--- config.mk ---
export PLATFORM = sky130hd
export DESIGN_NAME = osd_char_overlay_flat
export DESIGN_NICKNAME = d
export VERILOG_FILES = /design/src/rtl/osd_char_overlay_if.sv /design/src/rtl/osd_char_overlay.sv /design/src/flat_wrapper.sv
export SDC_FILE = /design/constraint.sdc
export NUM_CORES = 1
export LEC_CHECK = 0
export BUFFER_PORTS_ARGS = -buffer_cell sky130_fd_sc_hd__buf_2
export CAP_MARGIN = 5
export CORE_MARGIN = 2
export CORE_UTILIZATION = 29
export CTS_CLUSTER_SIZE = 30
export DETAILED_ROUTE_END_ITERATION = 6
export GPL_ROUTABILITY_DRIVEN = 1
export MAX_ROUTING_LAYER = met4
export PLACE_DENSITY = 0.57
export RECOVER_POWER = 100
export SYNTH_ARGS = -nofsm -noshare
export SYNTH_HDL_FRONTEND = slang
export SYNTH_SLANG_ARGS = --single-unit
--- constraint.sdc ---
create_clock -name clk -period 6.8 [get_ports clk]
set_clock_uncertainty 0.1 [all_clocks]
set_input_delay 1.36 -clock clk [delete_from_list [all_inputs] [get_ports clk]]
set_output_delay 1.36 -clock clk [all_outputs]
set_load 0.005 [all_outputs]
--- src/rtl/osd_char_overlay_if.sv ---
// Video-in / video-out / font-ROM signal bundle for osd_char_overlay.
// slave = overlay stage, master = video source + ROM + sink side.
interface osd_char_overlay_if #(
  parameter int ADDR_WIDTH = 11,
  parameter int DATA_WIDTH = 8
);
  // Streaming video with no backpressure: de_in qualifies a pixel on every
  // clock it is high and the sink always accepts; there is no valid/ready pair.
  logic                  hs_in;
  logic                  vs_in;
  logic                  de_in;
  logic [23:0]           rgb_in;
  logic [ADDR_WIDTH-1:0] rom_addr;
  logic [DATA_WIDTH-1:0] rom_data;
  logic                  hs_out;
  logic                  vs_out;
  logic                  de_out;
  logic [23:0]           rgb_out;

  modport slave (
    input  hs_in, vs_in, de_in, rgb_in, rom_data,
    output rom_addr, hs_out, vs_out, de_out, rgb_out
  );

  modport master (
    output hs_in, vs_in, de_in, rgb_in, rom_data,
    input  rom_addr, hs_out, vs_out, de_out, rgb_out
  );
endinterface

--- src/rtl/osd_char_overlay.sv ---
// Character-OSD overlay: fetches 1-bpp bitmap bytes from osd_rom and paints FG_COLOR, 3-cycle latency.
// Define OSD_CHAR_OVERLAY_BG_EN to fill window '0' pixels with BG_COLOR (opaque box).
module osd_char_overlay #(
  parameter int          ADDR_WIDTH = 11,
  parameter int          DATA_WIDTH = 8,
  parameter int          OSD_X      = 9,
  parameter int          OSD_Y      = 9,
  parameter int          OSD_W      = 256,
  parameter int          OSD_H      = 64,
  parameter bit          VS_POL     = 1'b1,
  parameter logic [23:0] FG_COLOR   = 24'hFF0000,
  parameter logic [23:0] BG_COLOR   = 24'h000000
) (
  input logic clk,
  input logic rst,
  osd_char_overlay_if.slave bus
);

  localparam int CW    = 16;
  localparam int SHIFT = $clog2(DATA_WIDTH);
  localparam logic [CW-1:0] X_LO = CW'(OSD_X);
  localparam logic [CW-1:0] X_HI = CW'(OSD_X + OSD_W);
  localparam logic [CW-1:0] Y_LO = CW'(OSD_Y);
  localparam logic [CW-1:0] Y_HI = CW'(OSD_Y + OSD_H);
  localparam logic [ADDR_WIDTH-1:0] ROW_STEP = ADDR_WIDTH'(OSD_W / DATA_WIDTH);
`ifdef OSD_CHAR_OVERLAY_BG_EN
  localparam bit BG_EN = 1'b1;
`else
  localparam bit BG_EN = 1'b0;
`endif

  // Stage 0: position tracking
  logic [CW-1:0]         x_cnt_q, x_cnt_d, y_cnt_q, y_cnt_d, x_off;
  logic [ADDR_WIDTH-1:0] row_base_q, row_base_d;
  logic                  de_prev_q, vs_prev_q;
  logic                  frame_ok_q, frame_ok_d;
  logic                  line_win_q, line_win_d;
  logic                  de_fall, vs_edge, win;
  logic [ADDR_WIDTH-1:0] addr_d;
  logic [SHIFT-1:0]      bit_d;

  // Stage 1 / 2 pipeline
  logic [ADDR_WIDTH-1:0] rom_addr_q;
  logic                  win_d1_q, de_d1_q, hs_d1_q, vs_d1_q;
  logic                  win_d2_q, de_d2_q, hs_d2_q, vs_d2_q;
  logic [SHIFT-1:0]      bit_d1_q, bit_d2_q;
  logic [23:0]           rgb_d1_q, rgb_d2_q;
  logic                  sel_bit;

  // Stage 3 outputs
  logic                  hs_out_q, vs_out_q, de_out_q;
  logic [23:0]           rgb_out_q, rgb_out_d;

  always_comb begin
    de_fall    = de_prev_q & ~bus.de_in;
    vs_edge    = (bus.vs_in == VS_POL) & (vs_prev_q != VS_POL);
    x_off      = x_cnt_q - X_LO;
    win        = bus.de_in & frame_ok_q & (x_cnt_q >= X_LO) & (x_cnt_q < X_HI)
               & (y_cnt_q >= Y_LO) & (y_cnt_q < Y_HI);
    addr_d     = win ? (row_base_q + ADDR_WIDTH'(x_off >> SHIFT)) : '0;
    bit_d      = x_off[SHIFT-1:0];
    x_cnt_d    = bus.de_in ? (x_cnt_q + CW'(1)) : '0;
    y_cnt_d    = y_cnt_q;
    row_base_d = row_base_q;
    line_win_d = line_win_q | win;
    frame_ok_d = frame_ok_q | vs_edge;
    // A vsync edge landing on the same cycle as a de fall must win.
    if (vs_edge) begin
      y_cnt_d    = '0;
      row_base_d = '0;
      line_win_d = 1'b0;
    end else if (de_fall) begin
      y_cnt_d    = y_cnt_q + CW'(1);
      line_win_d = 1'b0;
      if (line_win_q) row_base_d = row_base_q + ROW_STEP;
    end
  end

  // MSB-first: pixel offset 0 takes rom_data[DATA_WIDTH-1]; ~idx == DATA_WIDTH-1-idx.
  always_comb begin
    sel_bit   = bus.rom_data[~bit_d2_q];
    rgb_out_d = rgb_d2_q;
    if (!de_d2_q)                rgb_out_d = '0;
    else if (win_d2_q & sel_bit) rgb_out_d = FG_COLOR;
    else if (win_d2_q & BG_EN)   rgb_out_d = BG_COLOR;
  end

  always_ff @(posedge clk or posedge rst) begin
    if (rst) begin
      x_cnt_q    <= '0;
      y_cnt_q    <= '0;
      row_base_q <= '0;
      de_prev_q  <= 1'b0;
      // Start "already in vsync" so only a genuine transition enables the overlay.
      vs_prev_q  <= VS_POL;
      frame_ok_q <= 1'b0;
      line_win_q <= 1'b0;
      rom_addr_q <= '0;
      win_d1_q   <= 1'b0;
      de_d1_q    <= 1'b0;
      hs_d1_q    <= 1'b0;
      vs_d1_q    <= 1'b0;
      bit_d1_q   <= '0;
      rgb_d1_q   <= '0;
      win_d2_q   <= 1'b0;
      de_d2_q    <= 1'b0;
      hs_d2_q    <= 1'b0;
      vs_d2_q    <= 1'b0;
      bit_d2_q   <= '0;
      rgb_d2_q   <= '0;
      hs_out_q   <= 1'b0;
      vs_out_q   <= 1'b0;
      de_out_q   <= 1'b0;
      rgb_out_q  <= '0;
    end else begin
      x_cnt_q    <= x_cnt_d;
      y_cnt_q    <= y_cnt_d;
      row_base_q <= row_base_d;
      de_prev_q  <= bus.de_in;
      vs_prev_q  <= bus.vs_in;
      frame_ok_q <= frame_ok_d;
      line_win_q <= line_win_d;
      rom_addr_q <= addr_d;
      win_d1_q   <= win;
      de_d1_q    <= bus.de_in;
      hs_d1_q    <= bus.hs_in;
      vs_d1_q    <= bus.vs_in;
      bit_d1_q   <= bit_d;
      rgb_d1_q   <= bus.rgb_in;
      win_d2_q   <= win_d1_q;
      de_d2_q    <= de_d1_q;
      hs_d2_q    <= hs_d1_q;
      vs_d2_q    <= vs_d1_q;
      bit_d2_q   <= bit_d1_q;
      rgb_d2_q   <= rgb_d1_q;
      hs_out_q   <= hs_d2_q;
      vs_out_q   <= vs_d2_q;
      de_out_q   <= de_d2_q;
      rgb_out_q  <= rgb_out_d;
    end
  end

  assign bus.rom_addr = rom_addr_q;
  assign bus.hs_out   = hs_out_q;
  assign bus.vs_out   = vs_out_q;
  assign bus.de_out   = de_out_q;
  assign bus.rgb_out  = rgb_out_q;

endmodule

--- src/flat_wrapper.sv ---
// flat-port wrapper written by rule: the top's interface ports become plain ports
module osd_char_overlay_flat 
#(
  parameter int          ADDR_WIDTH = 11,
  parameter int          DATA_WIDTH = 8,
  parameter int          OSD_X      = 9,
  parameter int          OSD_Y      = 9,
  parameter int          OSD_W      = 256,
  parameter int          OSD_H      = 64,
  parameter bit          VS_POL     = 1'b1,
  parameter logic [23:0] FG_COLOR   = 24'hFF0000,
  parameter logic [23:0] BG_COLOR   = 24'h000000
)
  (clk, rst, bus_hs_in, bus_vs_in, bus_de_in, bus_rgb_in, bus_rom_data, bus_rom_addr, bus_hs_out, bus_vs_out, bus_de_out, bus_rgb_out);
  osd_char_overlay_if #(.ADDR_WIDTH(ADDR_WIDTH), .DATA_WIDTH(DATA_WIDTH)) bus_i ();
  input logic clk;
  input logic rst;
  input wire logic [$bits(bus_i.hs_in)-1:0] bus_hs_in;
  input wire logic [$bits(bus_i.vs_in)-1:0] bus_vs_in;
  input wire logic [$bits(bus_i.de_in)-1:0] bus_de_in;
  input wire logic [$bits(bus_i.rgb_in)-1:0] bus_rgb_in;
  input wire logic [$bits(bus_i.rom_data)-1:0] bus_rom_data;
  output wire logic [$bits(bus_i.rom_addr)-1:0] bus_rom_addr;
  output wire logic [$bits(bus_i.hs_out)-1:0] bus_hs_out;
  output wire logic [$bits(bus_i.vs_out)-1:0] bus_vs_out;
  output wire logic [$bits(bus_i.de_out)-1:0] bus_de_out;
  output wire logic [$bits(bus_i.rgb_out)-1:0] bus_rgb_out;
  assign bus_i.hs_in = bus_hs_in;
  assign bus_i.vs_in = bus_vs_in;
  assign bus_i.de_in = bus_de_in;
  assign bus_i.rgb_in = bus_rgb_in;
  assign bus_i.rom_data = bus_rom_data;
  assign bus_rom_addr = bus_i.rom_addr;
  assign bus_hs_out = bus_i.hs_out;
  assign bus_vs_out = bus_i.vs_out;
  assign bus_de_out = bus_i.de_out;
  assign bus_rgb_out = bus_i.rgb_out;
  osd_char_overlay #(.ADDR_WIDTH(ADDR_WIDTH), .DATA_WIDTH(DATA_WIDTH), .OSD_X(OSD_X), .OSD_Y(OSD_Y), .OSD_W(OSD_W), .OSD_H(OSD_H), .VS_POL(VS_POL), .FG_COLOR(FG_COLOR), .BG_COLOR(BG_COLOR)) u_core (.clk(clk), .rst(rst), .bus(bus_i));
endmodule
* Word level (Yosys, flattened, before mapping)
Index checks and enable logic that the tools add are counted.
** Storage, ports and cells
- Bits in registers :: 146
- Output and inout bits :: 38
- Word-level logic and storage cells :: 62
** Operators by class
- Add/subtract/negate cells :: 5
- Order comparisons :: 5
- Mux-type cells :: 13
- Bitwise operators :: 13
- Reductions and logical operators :: 3
** Operators by type and width (count)
- two-way mux 16 bit :: 3
- two-way mux 24 bit :: 2
- two-way mux 11 bit :: 4
- adder 16 x 1 -> 16 bit (second input constant) :: 2
- >= comparator 16 x 4 -> 1 bit (second input constant) :: 2
- < comparator 16 x 7 -> 1 bit (second input constant) :: 1
- < comparator 16 x 9 -> 1 bit (second input constant) :: 1
- subtractor 14 x 4 -> 14 bit (second input constant) :: 1
- adder 11 bit :: 1
- adder 11 x 6 -> 11 bit (second input constant) :: 1
- bitwise AND 1 bit :: 8
- < comparator 3 x 4 -> 1 bit (second input constant) :: 1
- nonzero test 2 bit :: 2
- binary-select mux 1 bit (select 3 bit) :: 1
- two-way mux 1 bit :: 3
- NOT 3 bit :: 1
- NOT 1 bit :: 2
- OR 1 bit :: 2
- AND reduction 2 bit :: 1

* Longest topological paths before layout
- Word-level depth :: 8
- Gate-level depth with buffers :: 12

* Least setup slack after synthesis
OpenSTA, ideal clock, no wires.
- Kind :: reg2reg
- Start point :: reg u_core.x_cnt_q[0]
- End point :: reg u_core.rom_addr_q[10] (netlist: u_core.bus.rom_addr[10])
- Arrival time :: 2553 ps
- Setup slack :: 4018 ps
- Cell stages (with the launch flop) :: 13
- Path buffers :: 0
- Cell sequence :: dfrtp_1 inv_1 ha_1 nand2b_1 and2_1 nor3b_1 nand2_1 xnor2_1 ha_1 and4_1 a2111oi_0 xnor2_1 nor2_1
** Between the ends
- Word-level cells in the longest chain between the ends :: 6
- Elaborated cells on any way between the ends :: 9
- Those cells by class :: 2 x add/sub; 2 x order compare; 1 x mux; 4 x bitwise
** RTL lines
- start: declaration :: RTL line osd_char_overlay.sv:33 : logic [CW-1:0] x_cnt_q, x_cnt_d, y_cnt_q, y_cnt_d, x_off;
- start signal: assignment :: RTL line osd_char_overlay.sv:116 : x_cnt_q <= x_cnt_d;
- branches (longest 5 deep; another with subtractor 14 x 4 -> 14 bit)
- two-way mux 11 bit * :: RTL line osd_char_overlay.sv:60 : addr_d = win ? (row_base_q + ADDR_WIDTH'(x_off >> SHIFT)) : '0;
- named net u_core.addr_d[10] :: RTL line osd_char_overlay.sv:39 : logic [ADDR_WIDTH-1:0] addr_d;
- end signal: assignment :: RTL line osd_char_overlay.sv:123 : rom_addr_q <= addr_d;
- end: declaration :: RTL line osd_char_overlay.sv:43 : logic [ADDR_WIDTH-1:0] rom_addr_q;
Mark *: on every way through the listed nets, which the timed path passes.
A chain may end at the register's enable or synchronous reset.

==> flow_summary.toml <==
[status]
outcome = "finished, violations left"
violations = "capacitance limit, slew limit"

[synthesis]
synth_compound_area_frac = 0.0451
ys_warn_count = 0
seq_area_frac_synth = 0.669
syn-num-nets = 458
synth_xor_area_frac = 0.0764
muxShareOfSynthArea = 0.0104
synth_top_family_by_area = "simple AND/OR/NAND/NOR gates"
post_synth_instance_area_um2 = 5270
ys_types = 47
ys_ff_latch = 141
synthAdderAreaFrac = 0.0285
avgSynthCellArea_um2 = 12.9
synth_simple_gate_area_frac = 0.147
syn_inst = 409

[power]
powerDensity_nw_per_um2 = 282
irDropWorstVdd_uv = 175
power_w = 0.00180
p_leak_nw = 2.92

[grt]
overflow = 0
grt_max_degree = 87
grt_pass1_wl_um = 16400
antenna_found_initial = 0
grt_pass1_vias = 3316
grt_usage = 0.110

[die]
core_um2 = 17900
die_y_um = 139
start_util = 0.295
fp-row-count = 49
ios = 75
dieArea_um2 = 19300
die_w_um = 139

[route]
ant_nets = 0
avgViaCountPerCell = 4.31
drc = 0
drt_first_pass_iters = 6
wl_per_cell_um = 12.9
vias = 3148
drt_iter0_drc = 175
wl_um = 9440

[timing]
fin_crit_sh = 0.585
maxSlewViolCount = 87
fin_crit_ns = 3.98
final-setup-viol-count = 0
max_freq_ghz = 0.252
hold_viol_final = 0
rsz0062_at_grt = "false"
max_slew_margin = -1.47
worst_slew_pin_slew_ns = 3.69
setup_tns_ns = 0

[clock_tree]
cts.reportedPaths.clkPinSlew_ns = 0.06
postCtsSetupRepairBufs = 0
root_buffer = "clkbuf_16"
clockBufferDepth = 2
h-tree-depth = 4
cts_buffers = 17
cts_tree = "yes"
postCtsHoldBufs = 0
clock-sinks = 141
cts_resized = 0
clk_latency_ns = 0.41

[final_layout]
stdcell_count = 731
postLayoutCoreUtil = 0.355
multi_input_area_um2 = 1600
drive_above_1_share = 0.173
antennaDiodeCount = 0
n_fill_cell = 1761
seq_area_um2 = 3530
syn2layout_area_growth_pct = 20.6
layout.nets = 538

[placed_design]
dp.final_hpwl_um = 6250
placedCellCount = 699
place.port_buffers = 74
place_congestion = 0.789

[critical_path]
slowest_stage = "clkinvlp_2"
cp-end-kind = "async pin"
worstPathArrival_ns = 4.36
cpLargestDelayFamily = "buffers and inverters"
critPathKind = "input pin to async pin"
max_stage_delay_ns = 2.03
worstSetupStartpoint = "rst"
critPathLaunchType = "input pin"
path_buf_inv = 3
cp.depth = 3
r2r_start = "u_core.x_cnt_q[0]"
path_cells = "buf_2 -> clkinvlp_2 -> buf_4"
cp-endpoint = "u_core.bus.rgb_out[21]"
r2r_end = "u_core.bus.rom_addr[10]"
rrSetupSlack_ns = 3.65
required_ns = 7.18
reg2reg_depth = 12
crit_fanout = 86

[flow_run]
cap_violations = 1

[hold_path]
holdCritPathClass = "register to register"
==> stage by stage <==
stage	hold WS [ns]	setup WS, ns	area (µm²)
global placement	0.234	3.57	5880
detailed placement	0.235	3.48	5880
CTS	0.249	3.64	6420
finish	0.245	2.82	6360
global route	0.253	2.12	6360
floorplan	0.231	1.56	5270
==> synthesized netlist by cell type, drive strengths merged <==
cell type  instances  area, µm²
nor4b              1       8.76
nor3              13       65.1
buf                7       43.8
xnor2             31        272
dfrtp            140       3500
o31ai              1       7.51
or3                5       31.3
nor2b              9       63.8
o31a               1       8.76
o21a               8       60.1
a21o               2       15.0
nor2              36        135
a2111oi            1       8.76
mux4               2       45.0
a21boi             3       22.5
nand2             17       63.8
o2111ai            2       23.8
nand2b             2       12.5
nand3b             1       7.51
mux2i              1       10.0
and4               3       27.5
a211o              1       8.76
dfstp              1       26.3
and3               4       25.0
nand4              3       18.8
nor4               4       31.3
a211oi             1       7.51
o211ai             1       7.51
xor2              15        131
or4                1       7.51
o21ai              7       35.0
and2              27        169
a21oi              5       25.0
clkbuf             8       30.0
ha                12        150
or2                2       12.5
nand3             14       70.1
inv               13       48.8
or4b               1       10.0
a22oi              1       7.51
nor3b              2       15.0
==> sequential cells by signal, indices dropped and copies added (netlist names), 3 cells and up <==
register	cells
u_core.bit_d1_q	3
u_core.bit_d2_q	3
u_core.bus.rgb_out	24
u_core.bus.rom_addr	11
u_core.rgb_d1_q	24
u_core.rgb_d2_q	24
u_core.row_base_q	6
u_core.x_cnt_q	16
u_core.y_cnt_q	16
==> metal layers <==
layer / GRT usage / wire (µm)
met1: 0.133 / 4260
met2: 0.164 / 4480
met3: 0.0470 / 536
met4: 0.0420 / 157
met5: - / 0
==> cell usage in the layout (no fill, tap or decap), types with 3 or more instances in the layout <==
cell type   count
clkinv_4        4
dfrtp_1       140
or3_1           5
nand2_1        17
ha_1           12
nand4_1         3
clkinvlp_4      4
nor2_1         36
nor4_1          4
a21boi_0        3
buf_2          47
and2_1          6
nor3_1         13
clkbuf_1       27
clkinv_2        4
and2_0         21
inv_1          12
a21oi_1         5
o21ai_0         7
nand3_1        14
and3_1          4
xor2_1         15
clkbuf_16      17
nor2b_1         9
o21a_1          8
xnor2_1        31
==> area by class of cell <==
cell class              count  share of cell area
flip-flops and latches    141               0.555
multi-input cells         240               0.252
clock buffers              19              0.0712
repair buffers             76              0.0547
well taps                 229              0.0450
clock inverters            13              0.0148
inverters                  13             0.00787
==> power breakdown <==
group	internal (W)	switching (W)
clock network	0.000485	0.000350
registers	0.000874	0.0000158
logic	0.0000295	0.0000426
total	0.00139	0.000408
==> cell families (layout without fill, tap and decap cells) <==
logic type / Yosys count / after routing
AOI/OAI and AO/OA: 34 / 34
xor gates and xnor gates: 46 / 46
adders and majority gates: 12 / 12
buffers and inverters: 28 / 121
DFF: 141 / 141
muxes: 3 / 3
and+or+nand+nor: 145 / 145
==> worst min-delay path by stage <==
stage	startpoint	end	slack (ns)	cells past startpoint
final	u_core.rgb_d1_q[1]	u_core.rgb_d2_q[1]	0.24	0
after global routing	u_core.rgb_d1_q[0]	u_core.rgb_d2_q[0]	0.25	0
after CTS	u_core.rgb_d1_q[0]	u_core.rgb_d2_q[0]	0.25	0
after detailed placement	u_core.hs_d2_q	u_core.bus.hs_out	0.23	0
after global placement	u_core.vs_d1_q	u_core.vs_d2_q	0.23	0
after floorplan	u_core.bit_d1_q[0]	u_core.bit_d2_q[0]	0.23	0
Note: power is estimated with default switching activity, not from simulation.
